[src/rtl/uart_pkg.sv]
// Shared definitions for the UART serial blocks: FSM encoding, line levels,
// default frame geometry and counter sizing.
package uart_pkg;

  typedef enum logic [1:0] {
    StIdle  = 2'd0,
    StStart = 2'd1,
    StData  = 2'd2,
    StStop  = 2'd3
  } uart_state_e;

  localparam logic UartIdleLevel = 1'b1;
  localparam logic StartBit      = 1'b0;

  localparam int unsigned DefaultClksPerBit = 8;
  localparam int unsigned DefaultDataW      = 8;

  // Baud counter width; never narrower than one bit.
  function automatic int unsigned cnt_width(input int unsigned clks);
    return (clks <= 2) ? 1 : $clog2(clks);
  endfunction

endpackage

[src/rtl/uart_tx_serializer_if.sv]
// Word handshake and serial-line bundle of the UART transmitter.
interface uart_tx_serializer_if import uart_pkg::*; #(
  parameter int unsigned DataW = DefaultDataW
);
  logic             tx_valid;
  logic [DataW-1:0] tx_data;
  logic             tx_ready;
  logic             tx_serial;
  logic             tx_busy;
  logic             tx_done;

  modport master (
    output tx_valid, tx_data,
    input  tx_ready, tx_serial, tx_busy, tx_done
  );

  modport slave (
    input  tx_valid, tx_data,
    output tx_ready, tx_serial, tx_busy, tx_done
  );
endinterface

[src/rtl/uart_baud_tick.sv]
// Modulo-ClksPerBit counter with synchronous clear; tick_o marks the last
// cycle of each serial bit period.
module uart_baud_tick import uart_pkg::*; #(
  parameter int unsigned ClksPerBit = DefaultClksPerBit,
  localparam int unsigned CntW      = cnt_width(ClksPerBit)
) (
  input  logic            clk,
  input  logic            rst,
  input  logic            clear_i,
  input  logic            en_i,
  output logic [CntW-1:0] count_o,
  output logic            tick_o
);

  localparam logic [CntW-1:0] CntMax = CntW'(ClksPerBit - 1);

  logic [CntW-1:0] cnt_q, cnt_d;

  assign tick_o  = en_i && (cnt_q == CntMax);
  assign count_o = cnt_q;

  always_comb begin
    cnt_d = cnt_q;
    if (clear_i) begin
      cnt_d = '0;
    end else if (en_i) begin
      cnt_d = tick_o ? '0 : cnt_q + 1'b1;
    end
  end

  always_ff @(posedge clk) begin
    if (rst) begin
      cnt_q <= '0;
    end else begin
      cnt_q <= cnt_d;
    end
  end

endmodule

[src/rtl/uart_tx_serializer.sv]
// UART transmitter: accepts a word on a valid/ready handshake and shifts out
// start bit, DataW data bits LSB first, then a stop bit.
module uart_tx_serializer import uart_pkg::*; #(
  parameter int unsigned ClksPerBit = DefaultClksPerBit,
  parameter int unsigned DataW      = DefaultDataW
) (
  input logic                 clk,
  input logic                 rst,
  uart_tx_serializer_if.slave tx
);

  localparam int unsigned CntW = cnt_width(ClksPerBit);
  localparam int unsigned IdxW = $clog2(DataW + 1);
  // done_q is registered, so it is set one cycle before the final stop cycle.
  localparam logic [CntW-1:0] DoneCnt = CntW'(ClksPerBit - 2);
  localparam logic [IdxW-1:0] LastIdx = IdxW'(DataW - 1);

  uart_state_e      state_q, state_d;
  logic [DataW-1:0] shift_q, shift_d;
  logic [IdxW-1:0]  idx_q, idx_d;
  logic             serial_q, serial_d;
  logic             busy_q, busy_d;
  logic             done_q, done_d;
  logic             accept;
  logic             tick;
  logic             baud_en;
  logic [CntW-1:0]  baud_cnt;

  assign tx.tx_ready  = (state_q == StIdle);
  assign tx.tx_serial = serial_q;
  assign tx.tx_busy   = busy_q;
  assign tx.tx_done   = done_q;

  assign accept  = tx.tx_valid && tx.tx_ready;
  assign baud_en = (state_q != StIdle);

  uart_baud_tick #(
    .ClksPerBit(ClksPerBit)
  ) u_baud_tick (
    .clk     (clk),
    .rst     (rst),
    .clear_i (accept),
    .en_i    (baud_en),
    .count_o (baud_cnt),
    .tick_o  (tick)
  );

  always_ff @(posedge clk) begin
    if (rst) begin
      state_q  <= StIdle;
      shift_q  <= '0;
      idx_q    <= '0;
      serial_q <= UartIdleLevel;
      busy_q   <= 1'b0;
      done_q   <= 1'b0;
    end else begin
      state_q  <= state_d;
      shift_q  <= shift_d;
      idx_q    <= idx_d;
      serial_q <= serial_d;
      busy_q   <= busy_d;
      done_q   <= done_d;
    end
  end

  always_comb begin
    state_d = state_q;
    shift_d = shift_q;
    idx_d   = idx_q;
    case (state_q)
      StIdle: begin
        if (accept) begin
          shift_d = tx.tx_data;
          idx_d   = '0;
          state_d = StStart;
        end
      end
      StStart: begin
        if (tick) begin
          idx_d   = '0;
          state_d = StData;
        end
      end
      StData: begin
        if (tick) begin
          shift_d = shift_q >> 1;
          if (idx_q == LastIdx) begin
            state_d = StStop;
          end else begin
            idx_d = idx_q + 1'b1;
          end
        end
      end
      StStop: begin
        if (tick) begin
          state_d = StIdle;
        end
      end
      default: state_d = StIdle;
    endcase
  end

  // Outputs are registered, so they are decoded from the next state.
  always_comb begin
    serial_d = UartIdleLevel;
    case (state_d)
      StStart: serial_d = StartBit;
      StData:  serial_d = shift_d[0];
      default: serial_d = UartIdleLevel;
    endcase
    busy_d = (state_d != StIdle);
    done_d = (state_q == StStop) && (baud_cnt == DoneCnt);
  end

endmodule

[src/flat_wrapper.sv]
// flat-port wrapper written by rule: the top's interface ports become plain ports
module uart_tx_serializer_flat import uart_pkg::*;
#(
  parameter int unsigned ClksPerBit = DefaultClksPerBit,
  parameter int unsigned DataW      = DefaultDataW
)
  (clk, rst, tx_tx_valid, tx_tx_data, tx_tx_ready, tx_tx_serial, tx_tx_busy, tx_tx_done);
  uart_tx_serializer_if #(.DataW(DataW)) tx_i ();
  input logic clk;
  input logic rst;
  input wire logic [$bits(tx_i.tx_valid)-1:0] tx_tx_valid;
  input wire logic [$bits(tx_i.tx_data)-1:0] tx_tx_data;
  output wire logic [$bits(tx_i.tx_ready)-1:0] tx_tx_ready;
  output wire logic [$bits(tx_i.tx_serial)-1:0] tx_tx_serial;
  output wire logic [$bits(tx_i.tx_busy)-1:0] tx_tx_busy;
  output wire logic [$bits(tx_i.tx_done)-1:0] tx_tx_done;
  assign tx_i.tx_valid = tx_tx_valid;
  assign tx_i.tx_data = tx_tx_data;
  assign tx_tx_ready = tx_i.tx_ready;
  assign tx_tx_serial = tx_i.tx_serial;
  assign tx_tx_busy = tx_i.tx_busy;
  assign tx_tx_done = tx_i.tx_done;
  uart_tx_serializer #(.ClksPerBit(ClksPerBit), .DataW(DataW)) u_core (.clk(clk), .rst(rst), .tx(tx_i));
endmodule
[config.mk]
export PLATFORM = sky130hd
export DESIGN_NAME = uart_tx_serializer_flat
export DESIGN_NICKNAME = d
export VERILOG_FILES = /design/src/rtl/uart_pkg.sv /design/src/rtl/uart_tx_serializer_if.sv /design/src/rtl/uart_baud_tick.sv /design/src/rtl/uart_tx_serializer.sv /design/src/flat_wrapper.sv
export SDC_FILE = /design/constraint.sdc
export NUM_CORES = 1
export LEC_CHECK = 0
export ABC_AREA = 0
export BUFFER_PORTS_ARGS = -buffer_cell sky130_fd_sc_hd__buf_2
export CAP_MARGIN = 25
export CORE_MARGIN = 1
export CORE_UTILIZATION = 49
export DETAILED_ROUTE_END_ITERATION = 8
export PLACE_DENSITY = 0.71
export SLEW_MARGIN = 20
export SYNTH_ARGS = -nofsm -noshare
export SYNTH_HDL_FRONTEND = slang
export SYNTH_SLANG_ARGS = --single-unit
[constraint.sdc]
create_clock -name clk -period 1.7 [get_ports clk]
set_input_delay 0.34 -clock clk [delete_from_list [all_inputs] [get_ports clk]]
set_output_delay 0.34 -clock clk [all_outputs]
set_load 0.05 [all_outputs]
After elaboration in Yosys (flattened, before gate mapping) --
Index checks and enable logic that the tools add are counted.
Storage, ports and cells: input port bits 11, register bits after elaboration 20
Cells by class: $add $sub $neg 2, eq/ne operators 12, reductions and logical operators 11, multiplexer cells 16
Operator list (number):
- 4-bit 2-to-1 mux | 4
- 8-bit 2-to-1 mux | 2
- 8-bit one-hot mux with 2 select lines | 1
- 4-bit one-hot mux with 3 select lines | 1
- 2-bit 2-to-1 mux | 5
- 2-bit inequality test (second input constant) | 4
- 2-bit one-hot mux with 4 select lines | 1
- 2-bit equality test (second input constant) | 3
- 3-bit equality test (second input constant) | 2
- 2-bit nonzero test | 3
- 5-bit AND reduction | 1
- 4-bit by 1-bit adder with 4-bit output (second input constant) | 1
- 2-bit by 1-bit equality test with 1-bit output (second input constant) | 2
- 4-bit by 3-bit equality test with 1-bit output (second input constant) | 1
- 3-bit by 1-bit adder with 3-bit output (second input constant) | 1
- 1-bit logical AND | 3
- 3-bit 2-to-1 mux | 1
- 3-bit AND reduction | 1
- 3-bit nonzero test | 1
- 2-bit zero test | 1
- 1-bit one-hot mux with 2 select lines | 1
- 2-bit OR reduction | 1

Longest topological paths before layout --
word-level depth 6, depth in mapped cells 7, gate-level depth less buffers 6

By module --
From an unflattened synthesis, not the netlist that was laid out.
Unflattened totals: cell total of the unflattened synthesis 112, area total of the unflattened synthesis 1076.0 um^2
By module, submodules not included:
- uart_tx_serializer | times used 1, seq. area each 340.3 um^2, area each 920.9 um^2, cells an instance 98
- uart_baud_tick | times used 1, seq. area each 60.1 um^2, area each 155.1 um^2, cells an instance 14

Least setup slack after synthesis --
OpenSTA, ideal clock, no wires.
path type register -> register, start register u_core.state_q[1], end register u_core.u_baud_tick.cnt_q[2] (netlist: u_core.u_baud_tick.count_o[2]), buffers on the path 1, arrival time 1596 ps, clock period less this slack 1723 ps, slack -23 ps, library setup time 128 ps, stages on the path, launching flop included 6, data required time 1572 ps, cell sequence dfxtp_1 buf_2 nor2_1 nor3b_1 a31oi_1 nor2_1
Between the ends: word-level cells in the longest chain between the ends 3, elaborated cells on any way between the ends 6, those cells by class mux: 1; reduce/logical: 5
Ends and longest elaborated chain:
- start: declaration | RTL line uart_tx_serializer.sv:18 | uart_state_e state_q, state_d;
- start signal: assignment | RTL line uart_tx_serializer.sv:50 | state_q <= StIdle;
- start signal: assignment | RTL line uart_tx_serializer.sv:57 | state_q <= state_d;
- 2-bit zero test | RTL line uart_tx_serializer.sv:29 | assign tx.tx_ready = (state_q == StIdle);
- via tx_tx_ready | RTL line flat_wrapper.sv:13 | output wire logic [$bits(tx_i.tx_ready)-1:0] tx_tx_ready;
- 1-bit logical AND | RTL line uart_tx_serializer.sv:34 | assign accept = tx.tx_valid && tx.tx_ready;
- 2-bit OR reduction (no line)
- end signal: assignment | RTL line uart_baud_tick.sv:35 | cnt_q <= cnt_d;
- end: declaration | RTL line uart_baud_tick.sv:17 | logic [CntW-1:0] cnt_q, cnt_d;
The timed path passes the listed nets, and every way through them passes these cells. A chain may end at the register's enable or synchronous reset.

Worst setup path after layout --
start register u_core.u_baud_tick.cnt_q[0] (netlist: u_core.u_baud_tick.count_o[0]), end register u_core.idx_q[2]
Between the ends: word-level cells in the longest chain between the ends 4, elaborated cells on any way between the ends 5, those cells by class eq/ne: 3; reduce/logical: 2
Ends and longest elaborated chain:
- 3-bit equality test * | RTL line uart_baud_tick.sv:19 | assign tick_o = en_i && (cnt_q == CntMax);
- 1-bit logical AND * | RTL line uart_baud_tick.sv:19
- 2-bit inequality test (no line)
- 5-bit AND reduction (no line) *
- end signal: assignment | RTL line uart_tx_serializer.sv:59 | idx_q <= idx_d;
- end: declaration | RTL line uart_tx_serializer.sv:20 | logic [IdxW-1:0] idx_q, idx_d;
Mark *: on every way between the ends. The rest lies on a longest branch, timed or not.

==> summary.md <==
| Metric | Value |
|---|---|
| WP data required | `1.92 ns` |
| CTS max path bufs | `2` |
| Vias in the first global route | `669` |
| Critical Path AT | `1.79 ns` |
| Layout Cells excl Fill | `141` |
| H-tree depth | `1` |
| # nets final | `132` |
| Placed insts | `134` |
| Initial Util | `0.532` |
| Asr flop ratio synth | `0` |
| Die area | `2090 um^2` |
| Cts bufs inserted | `3` |
| Clk slew on worst S/H paths | `0.11 ns` |
| Layout Skew | `0.00306 ns` |
| Final WL | `1690 um` |
| Most common cell after layout, fill and taps aside | `dfxtp_1` |
| Multi-input logic area | `502 um^2` |
| CP delay by family, top | `adder cells` |
| Net count after synthesis | `114` |
| Antenna diode count | `0` |
| IO buf count | `14` |
| Hold crit path type | `input pin to flip-flop` |
| FF-to-FF Start | `u_core.u_baud_tick.count_o[0]` |
| Chip height | `45.8 um` |
| Core area | `1760 um^2` |
| Netlist cell types | `33` |
| CP cell instances | `ha_1 > ha_2 > and3b_4 > buf_4 > buf_4 > a311oi_2` |
| Worst reg2reg path depth | `6` |
| CP Class | `flip-flop to flip-flop` |
| Most used cell, CP | `buf_4` |
| Setup TNS | `0 ns` |
| YS warnings | `0` |
| Critical Path Source Type | `flip-flop` |
| First-pass GRT wire length | `2740 um` |
| Min Tclk post-route | `1.57 ns` |
| CP max stage cell | `dfxtp_1` |
| Largest stage delay, worst path | `0.35 ns` |
| Layout cells sized above 1 | `0.276` |
| Routed vias/inst | `5.30` |
| Initial antenna violation count | `0` |
| Routed len/inst | `12.0 um` |
| GR Overflow Total | `0` |
| Gate count after technology mapping | `99` |
| Maxcap violations | `0` |
| Final worst path period share | `0.926` |
| Flop2flop setup slack | `0.13 ns` |
| Commonest cells after routing, fill and taps aside | `dfxtp_1, buf_2, a21oi_1` |
| Post-DRT Antenna Nets | `0` |
| Leak Pwr | `0.434 nW` |
| Sequential element share of the synthesized area | `0.427` |
| Post-Syn Area | `938 um^2` |
| Synthesized area per cell | `9.48 um^2` |
| DP HPWL | `1210 um` |
| Via Count | `748` |
| Largest net degree at the start of global routing | `19` |
| #FFs+latches synth | `20` |
| Sequential Area | `400 um^2` |
| Slew headroom | `0.719` |
| Area Growth Syn to Fin | `15.1%` |
| Detailed-route DRC error count | `0` |
| Clk Latency, worst-skew pair | `0.30 ns` |
| Post-CTS Hold Buffers | `0` |
| Power consumption | `0.892 mW` |
| Final GP Congestion | `0.764` |
| Initial DRC count | `12` |
| Power Dens Cells | `826 nW/um^2` |
| Layout fillers | `170` |
| Ys flop type | `dfxtp_1` |
| Tot GR Track Use | `0.185` |
| Final hold slack | `0.315 ns` |
| Peak VDD IR | `0.000647 V` |
| Clock sinks | `20` |
| CP Max Fanout | `9` |
| Status | `finished clean` |
| RSZ-0062 raised after global routing | `false` |
| Placed cell area | `1010 um^2` |
| Worst Hold Depth | `3` |
| TritonCTS clock tree | `built` |
| Setup violators final | `0` |
| F_max | `636 MHz` |
| Hold endpoint | `u_core.shift_q[1]` |
| Final design area excluding fillers | `1080 um^2` |
| I/O pins | `15` |
| Hold wc startpoint | `tx_tx_data[1]` |
| Die W | `45.8 um` |
| Hold Violations, Final | `0` |
| Number of synthesized flops with an enable pin | `0` |
| Reg2reg end | `u_core.idx_q[2]` |
| Root Driver | `clkbuf_4` |
| Worst-Margin Slew | `0.420 ns` |
| Worst Path Buf+Inv | `2` |
| Crit end category | `flip-flop` |
| Site Rows | `15` |
| Pre-Repair DR Iteration Count | `2` |
| Slew Limit Fails | `0` |
-- per-layer routing --
metal / routed length [um] / global-route usage
met5: 0 / 0
met4: 0 / 0.0353
met3: 63 / 0.0833
met2: 858 / 0.306
met1: 771 / 0.222
-- cell usage after synthesis, types with 2 or more instances --
master	instances	area, um^2
dfxtp_1	20	400
a21oi_1	11	55.1
nor2_1	11	41.3
a22oi_1	7	52.6
nand2_1	7	26.3
a31oi_1	4	25.0
ha_1	4	50.1
a21oi_2	2	17.5
clkbuf_1	2	7.51
inv_1	2	7.51
nand3b_1	2	15.0
nand4bb_1	2	22.5
nor2b_1	2	12.5
nor3_1	2	10.0
nor3b_1	2	15.0
xor2_1	2	17.5
-- per-stage QoR --
stage | setup slack [ns] | utilization
global placement | 0.0974 | 0.573
CTS | 0.000148 | 0.594
finish | 0.127 | 0.612
detailed placement | 0.0365 | 0.573
global route | 0.0221 | 0.612
floorplan | 0.217 | -
-- state kept, by name (all words and copies together), names as in the netlist --
signal / count
u_core.state_q: 2
u_core.tx.tx_done: 1
u_core.tx.tx_busy: 1
u_core.u_baud_tick.count_o: 3
u_core.shift_q: 8
u_core.idx_q: 4
u_core.tx.tx_serial: 1
-- worst max-delay path by stage --
stage                                        startpoint                   to  slack, ns  cells after the start
after detailed placement  u_core.u_baud_tick.count_o[0]  u_core.tx.tx_serial       0.04                      6
after CTS                 u_core.u_baud_tick.count_o[0]      u_core.idx_q[1]     0.0001                      6
after global routing      u_core.u_baud_tick.count_o[0]      u_core.idx_q[1]       0.02                      6
final                     u_core.u_baud_tick.count_o[0]      u_core.idx_q[2]       0.13                      6
after global placement    u_core.u_baud_tick.count_o[0]  u_core.tx.tx_serial        0.1                      6
after floorplan           u_core.u_baud_tick.count_o[0]      u_core.idx_q[2]       0.22                      6
-- where the power goes --
group,switching (mW),total [mW],internal (mW)
registers,0.0156,0.505,0.489
clock network,0.139,0.270,0.131
logic,0.0717,0.117,0.0457
-- kinds of logic (layout without fill, tap and decap cells) --
kind of cell               after synthesis  after routing  share of synthesized area
xor gates and xnor gates                 2              2                     0.0187
AOI/OAI and AO/OA                       27             27                      0.197
DFF                                     20             20                      0.427
adders and majority gates                4              4                     0.0533
and+or+nand+nor                         39             39                      0.255
buffers and inverters                    7             24                     0.0493
-- tightest hold or removal path, stage by stage --
cell and delay (ns):
buf_2 0.08, a22oi_1 0.06, a21oi_1 0.11
-- layout make-up --
cell class	count	area share
clock buffers	4	0.0336
inverters	2	0.00695
multi-input cells	72	0.465
flip-flops and latches	20	0.371
well taps	25	0.0290
repair buffers	18	0.0950
-- what timing repair did --
item / CTS / global route
endpoints found under the setup margin: 0 / 5
gates resized for setup: 0 / 3
buffers inserted: 0 / 3
(Power assumes the default switching activity.)
